## src/rtl/counter_seg_pkg.sv

```systemverilog
// Shared constants, types and the glyph table for the multi-digit counter and its
// time-multiplexed 7-segment display driver.
package counter_seg_pkg;

    localparam int DIGIT_W = 4;

    localparam logic [6:0] SEG_BLANK = 7'b1111111;

    typedef logic [DIGIT_W-1:0] digit_t;

    typedef enum logic {
        MODE_HEX = 1'b0,
        MODE_BCD = 1'b1
    } count_mode_e;

    // Active-low segment patterns in {g,f,e,d,c,b,a} order, indexed by digit value
    localparam logic [6:0] GLYPHS [16] = '{
        7'b1000000, 7'b1111001, 7'b0100100, 7'b0110000,
        7'b0011001, 7'b0010010, 7'b0000010, 7'b1111000,
        7'b0000000, 7'b0010000, 7'b0001000, 7'b0000011,
        7'b1000110, 7'b0100001, 7'b0000110, 7'b0001110
    };

endpackage

```

## src/rtl/counter_seg_mux_seg7_decode.sv

```systemverilog
// Combinational 4-bit digit to active-low 7-segment glyph lookup.
module seg7_decode
    import counter_seg_pkg::*;
(
    input  digit_t     digit,
    output logic [6:0] seg
);

    assign seg = GLYPHS[digit];

endmodule

```

## src/rtl/counter_seg_mux.sv

```systemverilog
// Multi-digit hex/BCD up/down counter with parallel load, wrap carry and a scanned
// common-anode 7-segment display. Optional macro COUNTER_BLANK_EN enables leading-zero blanking.
module counter_seg_mux
    import counter_seg_pkg::*;
#(
    parameter int DIGITS   = 4,
    parameter int SCAN_DIV = 1000
) (
    input  logic                      clk,
    input  logic                      reset,
    input  logic                      en,
    input  logic                      up,
    input  logic                      mode,
    input  logic                      load,
    input  logic [DIGIT_W*DIGITS-1:0] load_val,
    output logic [DIGIT_W*DIGITS-1:0] count,
    output logic                      carry,
    output logic [6:0]                seg,
    output logic [DIGITS-1:0]         an
);

    localparam int CW    = DIGIT_W * DIGITS;
    localparam int IDX_W = (DIGITS > 1) ? $clog2(DIGITS) : 1;
    localparam int PRE_W = $clog2(SCAN_DIV);

    count_mode_e      cur_mode;
    digit_t           d_max;
    logic [CW-1:0]    count_next;
    logic             carry_next;
    logic             chain;
    digit_t           d;
    digit_t           d_step;
    logic             at_bound;

    logic [PRE_W-1:0] presc;
    logic [IDX_W-1:0] scan_idx;
    logic             presc_done;
    digit_t           cur_digit;
    logic             cur_blank;
    logic [6:0]       glyph;

    assign cur_mode   = count_mode_e'(mode);
    assign d_max      = (cur_mode == MODE_BCD) ? digit_t'(9) : digit_t'(15);
    assign presc_done = (presc == PRE_W'(SCAN_DIV - 1));

    // Ripple the step through the digits: a digit moves only while every lower digit
    // sits on its boundary, and the chain surviving past the top digit is the wrap.
    always_comb begin
        count_next = count;
        carry_next = 1'b0;
        chain      = 1'b1;
        d          = '0;
        d_step     = '0;
        at_bound   = 1'b0;
        if (load) begin
            for (int k = 0; k < DIGITS; k++) begin
                d = load_val[k*DIGIT_W +: DIGIT_W];
                if (cur_mode == MODE_BCD && d > digit_t'(9)) begin
                    d = digit_t'(9);
                end
                count_next[k*DIGIT_W +: DIGIT_W] = d;
            end
        end else if (en) begin
            for (int k = 0; k < DIGITS; k++) begin
                d = count[k*DIGIT_W +: DIGIT_W];
                if (up) begin
                    at_bound = (d >= d_max);
                    d_step   = at_bound ? digit_t'(0) : d + 1'b1;
                end else begin
                    at_bound = (d == '0);
                    d_step   = at_bound ? d_max : ((d > d_max) ? d_max : d - 1'b1);
                end
                if (chain) begin
                    count_next[k*DIGIT_W +: DIGIT_W] = d_step;
                end
                chain = chain & at_bound;
            end
            carry_next = chain;
        end
    end

    // Select the digit under the scan index; walk from the top so blanking knows
    // whether everything above and including this digit is zero.
    always_comb begin
        cur_digit = '0;
        cur_blank = 1'b0;
`ifdef COUNTER_BLANK_EN
        begin : blank_scan
            logic upper_zero;
            upper_zero = 1'b1;
            for (int k = DIGITS - 1; k >= 0; k--) begin
                upper_zero = upper_zero & (count[k*DIGIT_W +: DIGIT_W] == '0);
                if (scan_idx == IDX_W'(k)) begin
                    cur_digit = count[k*DIGIT_W +: DIGIT_W];
                    cur_blank = upper_zero && (k != 0);
                end
            end
        end
`else
        for (int k = 0; k < DIGITS; k++) begin
            if (scan_idx == IDX_W'(k)) begin
                cur_digit = count[k*DIGIT_W +: DIGIT_W];
            end
        end
`endif
    end

    seg7_decode u_decode (
        .digit (cur_digit),
        .seg   (glyph)
    );

    always_ff @(posedge clk or posedge reset) begin
        if (reset) begin
            count    <= '0;
            carry    <= 1'b0;
            presc    <= '0;
            scan_idx <= '0;
            an       <= ~DIGITS'(1);
            seg      <= GLYPHS[0];
        end else begin
            count <= count_next;
            carry <= carry_next;
            presc <= presc_done ? '0 : presc + 1'b1;
            if (presc_done) begin
                scan_idx <= (scan_idx == IDX_W'(DIGITS - 1)) ? '0 : scan_idx + 1'b1;
            end
            an  <= ~(DIGITS'(1) << scan_idx);
            seg <= cur_blank ? SEG_BLANK : glyph;
        end
    end

endmodule

```

## config.mk

```make
export PLATFORM = sky130hd
export DESIGN_NAME = counter_seg_mux
export DESIGN_NICKNAME = d
export VERILOG_FILES = /design/src/rtl/counter_seg_pkg.sv /design/src/rtl/counter_seg_mux_seg7_decode.sv /design/src/rtl/counter_seg_mux.sv
export SDC_FILE = /design/constraint.sdc
export NUM_CORES = 1
export LEC_CHECK = 0
export ABC_AREA = 1
export CAP_MARGIN = 20
export CORE_MARGIN = 2
export CORE_UTILIZATION = 34
export CTS_CLUSTER_DIAMETER = 80
export DETAILED_ROUTE_END_ITERATION = 8
export PLACE_DENSITY = 0.57
export REMOVE_ABC_BUFFERS = 1
export SKIP_CTS_REPAIR_TIMING = 1
export SYNTH_ARGS = -nofsm -noshare
export SYNTH_HDL_FRONTEND = slang
export SYNTH_SLANG_ARGS = --single-unit
```

## constraint.sdc

```tcl
create_clock -name clk -period 1.8 [get_ports clk]
set_clock_uncertainty 0.05 [all_clocks]
set_input_delay 0.36 -clock clk [delete_from_list [all_inputs] [get_ports clk]]
set_output_delay 0.36 -clock clk [all_outputs]
set_load 0.01 [all_outputs]
```

# Yosys cells after proc, flatten, opt, wreduce, memory -nomap -nowiden
# Memory sizes are Yosys's and may differ from the RTL's. A register that Yosys moved wholly into a read port is not among the register bits.
# Cells that the tools add are included.
# op_classes
n_addsub	10
magnitude_cmp	12
n_eq_ne	4
shift	1
mux	46
bitwise_logic	5
reduce_logical	16
# op_table
op	n
$mux W4	27
$mux W16	2
$add A4 B1 Y4 const B	4
$ge A4 B4 Y1	4
$gt A4 B4 Y1	4
$gt A4 B4 Y1 const B	4
$logic_not A4 Y1	4
$sub A4 B1 Y4 const B	4
$mux W1	14
$add A10 B1 Y10 const B	1
$eq A10 B10 Y1 const B	1
$mux W10	1
$reduce_bool A2 Y1	4
$reduce_and A2 Y1	3
$not A4 Y5	1
$eq A2 B2 Y1 const B	2
$logic_and A1 B1 Y1	4
$not A4 Y4	1
$shl A1 B2 Y4 const A	1
$and A1 B1 Y1	3
$mux W3	1
$add A2 B1 Y2 const B	1
$eq A2 B1 Y1 const B	1
$logic_not A2 Y1	1
$mux W2	1
# word_totals
register_bits	33
rom_bits	112
in_bits	22
output_inout_bits	28
elab_cells	103
mem_count	1
# memory_table
name	depth	word_bits	rd	rd_ports_with_merged_regs	write_ports	line	source
(name not given)	16	7	1	1	0	counter_seg_mux_seg7_decode.sv:9	assign seg = GLYPHS[digit];

# Longest topological paths before layout
# depth
depth_word	10
depth_mapped	13
ltp_nobuf	13

# Cells and area by module
# Synthesis repeated with hierarchy kept, for this count alone.
# hier_totals
cells_unflattened	453
area_unflattened_um2	3165.5
# by_module_without_submodules
mod	instances	cells_per_inst	area_per_inst_um2	seq_area_each_um2
counter_seg_mux	1	404	2891.5	1006.0
seg7_decode	1	49	274.0	0.0

# Least setup slack after synthesis
# Ideal clock, no wire load.
# synth_path
path_type	register to register
startpoint	register scan_idx[1]
endpoint	register seg[0]
setup_time_ns	0.118
arrival_time_ns	1.784
required_ns	1.632
setup_slack_ns	-0.152
stages_incl_launch_ff	13
n_path_buf	0
period_less_slack_ns	1.952
path_cell_list	dfrtp_1 -> inv_1 -> ha_1 -> inv_1 -> nand3_1 -> nand2_1 -> nand2_1 -> o21ai_1 -> inv_1 -> ha_1 -> nand2_1 -> o21ai_0 -> a21o_1
# synth_via
elab_chain_len	6
word_cells_on_any_way	9
classes_between	3 x eq/ne; 4 x mux; 1 x bitwise; 1 x reduce/logical
# synth_rtl
element	line	source
start, declared	counter_seg_mux.sv:36	logic [IDX_W-1:0] scan_idx;
start signal, assigned	counter_seg_mux.sv:126	scan_idx <= (scan_idx == IDX_W'(DIGITS - 1)) ? '0 : scan_idx + 1'b1;
$logic_not A2 Y1	counter_seg_mux.sv:101	if (scan_idx == IDX_W'(k)) begin
$mux W4 (3 in a row)	counter_seg_mux.sv:101	
$mux W4 *	counter_seg_mux.sv:101	
$not A4 Y5 (implied by the code) *	counter_seg_mux_seg7_decode.sv:9	
end, declared	counter_seg_mux.sv:18	output logic [6:0] seg,
# Every way passes the cells marked *; elsewhere a longest branch is shown, timed or not.
# A chain may end at the register's enable or synchronous reset.

# Worst setup path in the final report
# Ends and elaborated chain as after synthesis.

==> key figures <==
Die
  – Die Wd: 101 µm
  – Starting Density: 35.0%
  – Core ar.: 9200 µm²
  – Chip height: 101 µm
  – Die area: 10300 µm²
  – Top Ports: 50
  – Row cnt: 35

Yosys
  – Post-synth top area cell: dfrtp_1
  – Post-Syn Instances: 451
  – Register area share after synthesis: 31.2%
  – Count of cell types in the netlist: 39
  – Mux cell area share after synthesis: 0%
  – Simple-Gate Fraction of Synth Area: 31.7%
  – Post-synthesis compound-gate area fraction: 13.6%
  – Syn_area_per_cell: 7.14 µm²
  – #FFs+latches synth: 40
  – Top post-synthesis cells by area: dfrtp_1 (28%), nand2_1 (14%), ha_1 (11%)
  – Syn. warnings: 0
  – Post-synth EDFFs: 0
  – Top cell type's share of synthesized area: 28.0%
  – Netlist Area Pre-Place: 3220 µm²
  – Largest family of logic cells by synthesized area: simple AND/OR/NAND/NOR gates
  – Post-synthesis xor/xnor area fraction: 3.26%
  – Synth Area in Adders: 11.3%
  – Post-synth ARST share: 100%
  – Top_reg_cell synth: dfrtp_1

Power and ir drop
  – Maximum vdd drop: 0.000513 V
  – Combinational power share: 50.2%
  – P_sw: 1460 µW
  – Switching Share: 38.5%
  – Clk network pwr share: 20.5%
  – Pwr/cell area: 801 nW/µm²
  – Leakage Power: 0.00237 µW
  – Internal cell power: 2330 µW
  – Seq pwr share: 29.3%

Clock network
  – Clock root buffer: clkbuf_8
  – Clock sinks: 40
  – H-tree levels: 2
  – Clk pin slew, worst setup/hold paths: 0.09 ns
  – TritonCTS clock tree: built
  – Clock buffer depth: 2
  – CTS buffer count: 5
  – Insertion delay to the later sink of the worst-skew pair: 0.30 ns

Run status
  – Violated checks: negative setup slack
  – Status: complete, but fails checks

Critical path
  – Startpoint Class: register
  – Kind of critical path: reg -> reg
  – Worst-path maximum fanout: 6
  – CP Data Required Time: 1.94 ns
  – Critical path arrival: 1.97 ns
  – Critical Path Sink Type: register

Final layout
  – Register area: 1010 µm²
  – Antenna diodes: 0
  – Fin nets: 609
  – Fillers: 894
  – Multi-input gate area: 2200 µm²
  – Share of cells above drive strength 1: 28.8%
  – Area delta synth->final: 46.9%
  – Finished Cell Area: 4730 µm²

STA
  – Final setup violation count: 3
  – Fin. Hold Viols: 0
  – Worst slew pin tran: 0.439 ns
  – Max Freq: 0.547 GHz
  – Setup TNS: -0.0427 ns
  – Max-slew violation count: 0
  – Final period util: 101%
  – Min Tclk post-route: 1.83 ns
  – Setup WS post-layout: -0.0270 ns
  – Max-slew headroom: 70.7%
  – Unrepaired setup endpoints after global routing: true

GRT
  – Largest net degree at the start of global routing: 18
  – Antenna violations before repair: 0
  – GR Util All Layers: 17.1%
  – Gr ovfl total: 0
  – Number of global-route vias before repair: 3142
  – Global-route wire length before repair: 14.3 mm

Flow run
  – MaxCap Viol Count: 0

Hold path
  – Min-Delay Path Class: in -> async

Place
  – I/O Buffers: 49
  – Placed standard-cell area: 4180 µm²
  – GP Congestion: 0.847
  – Post-DP HPWL: 6.71 mm

Routing
  – Vias: 3266
  – Drt drc: 0
  – Via density: 4.87
  – Iter 0 DRT Violations: 93
  – WL final: 8.87 mm
  – DR WL/cell: 13.2 µm
  – DRT Pass-1 Iters: 4
  – ANT nets after route: 0
[final cells by class]
cell class,instances,share of cell area (%)
clock buffers,5,1.45
clock inverters,3,1.00
multi-input cells,344,46.6
well taps,111,2.93
flip-flops and latches,40,21.4
repair buffers,110,21.8
inverters,57,4.84
[path summary, 6_finish.rpt]
kind | start | to | cells after the start | slack (ns)
hold reg to reg | presc[0] | presc[0] | 1 | 0.42
hold / removal | reset | presc[8] | 2 | 0.31
min in group clk | presc[0] | presc[0] | 1 | 0.42
max in group asynchronous | reset | an[1] | 3 | 0.87
setup / recovery | scan_idx[1] | seg[0] | 11 | -0.03
setup reg to reg | scan_idx[1] | seg[0] | 11 | -0.03
[Yosys cell counts (3+ instances only)]
cell type,count
a21oi_1,23
xor2_1,11
buf_6,3
nand2_2,3
a31oi_1,3
ha_1,29
o21ai_0,23
nand3_1,47
nand2_1,117
dfstp_2,4
dfrtp_1,36
nor2_4,3
nor3_1,4
nor2_1,41
o21ai_1,3
a21oi_2,4
clkbuf_1,3
nand4_1,7
inv_1,51
inv_2,5
o211ai_1,6
[critical path, stage by stage (launching register included)]
cell and delay (ns):
dfrtp_1 0.40, inv_2 0.11, ha_4 0.17, inv_4 0.05, o211ai_1 0.20, nand2_1 0.10
nand2_2 0.11, inv_4 0.06, ha_2 0.17, nand2_2 0.07, a21oi_2 0.05, a21o_1 0.16
[state kept, by name (all words and copies together) (netlist names)]
signal    flops
an            4
carry         1
count        16
presc        10
scan_idx      2
seg           7
[layout by cell type, fill, tap and decap left out, types with 6 or more instances in the layout]
| master | synthesis | final |
|---|---|---|
| xor2_1 | 11 | 11 |
| dfrtp_1 | 36 | 29 |
| ha_4 | 0 | 12 |
| inv_2 | 5 | 10 |
| dlymetal6s2s_1 | 0 | 10 |
| dfrtp_2 | 0 | 7 |
| nand3_1 | 47 | 40 |
| inv_1 | 51 | 42 |
| nand4_1 | 7 | 7 |
| nand2_1 | 117 | 106 |
| clkdlybuf4s50_1 | 0 | 39 |
| nand3_2 | 1 | 8 |
| a21oi_1 | 23 | 22 |
| nor2_1 | 41 | 34 |
| o211ai_1 | 6 | 6 |
| o21ai_1 | 3 | 7 |
| ha_1 | 29 | 15 |
| nor2_2 | 2 | 8 |
| nand2_2 | 3 | 13 |
| o21ai_0 | 23 | 15 |
| buf_4 | 2 | 53 |
[kinds of logic after synthesis]
group                      after synthesis
and+or+nand+nor                        231
AOI/OAI and AO/OA                       72
buffers and inverters                   67
DFF                                     40
adders and majority gates               29
xor gates and xnor gates                12
[stage by stage]
| step | power (µW) | std cells | worst slack (ns) | hold slack (ns) | util, % |
|---|---|---|---|---|---|
| floorplan | 2060 | 441 | -0.152 | 0.383 | - |
| global placement | 2760 | 649 | -0.509 | 0.399 | 45.4 |
| detailed placement | 2790 | 649 | -0.567 | 0.422 | 45.4 |
| CTS | 3580 | 657 | -0.257 | 0.317 | 46.7 |
| global route | 4090 | 670 | -0.157 | 0.339 | 51.5 |
| finish | 3790 | 670 | -0.0270 | 0.307 | 51.5 |
[power groups by stage]
| stage | logic [µW] | registers (µW) | clock network (µW) |
|---|---|---|---|
| 2_1_floorplan | 841 | 1220 | 0 |
| 3_3_place_gp | 1640 | 1130 | 0 |
| 3_5_place_dp | 1660 | 1130 | 0 |
| 4_1_cts | 1670 | 1110 | 804 |
| 5_1_grt | 2120 | 1130 | 841 |
| 6_report | 1900 | 1110 | 775 |
[metal layers]
| layer | track usage, % | up-vias | wire (µm) |
|---|---|---|---|
| li1 | - | 1687 | - |
| met1 | 21.6 | 1506 | 4010 |
| met2 | 30.5 | 65 | 4510 |
| met3 | 2.35 | 8 | 253 |
| met4 | 4.99 | 0 | 91 |
| met5 | 0 | - | 0 |
Power figures use the tool's default switching activity.
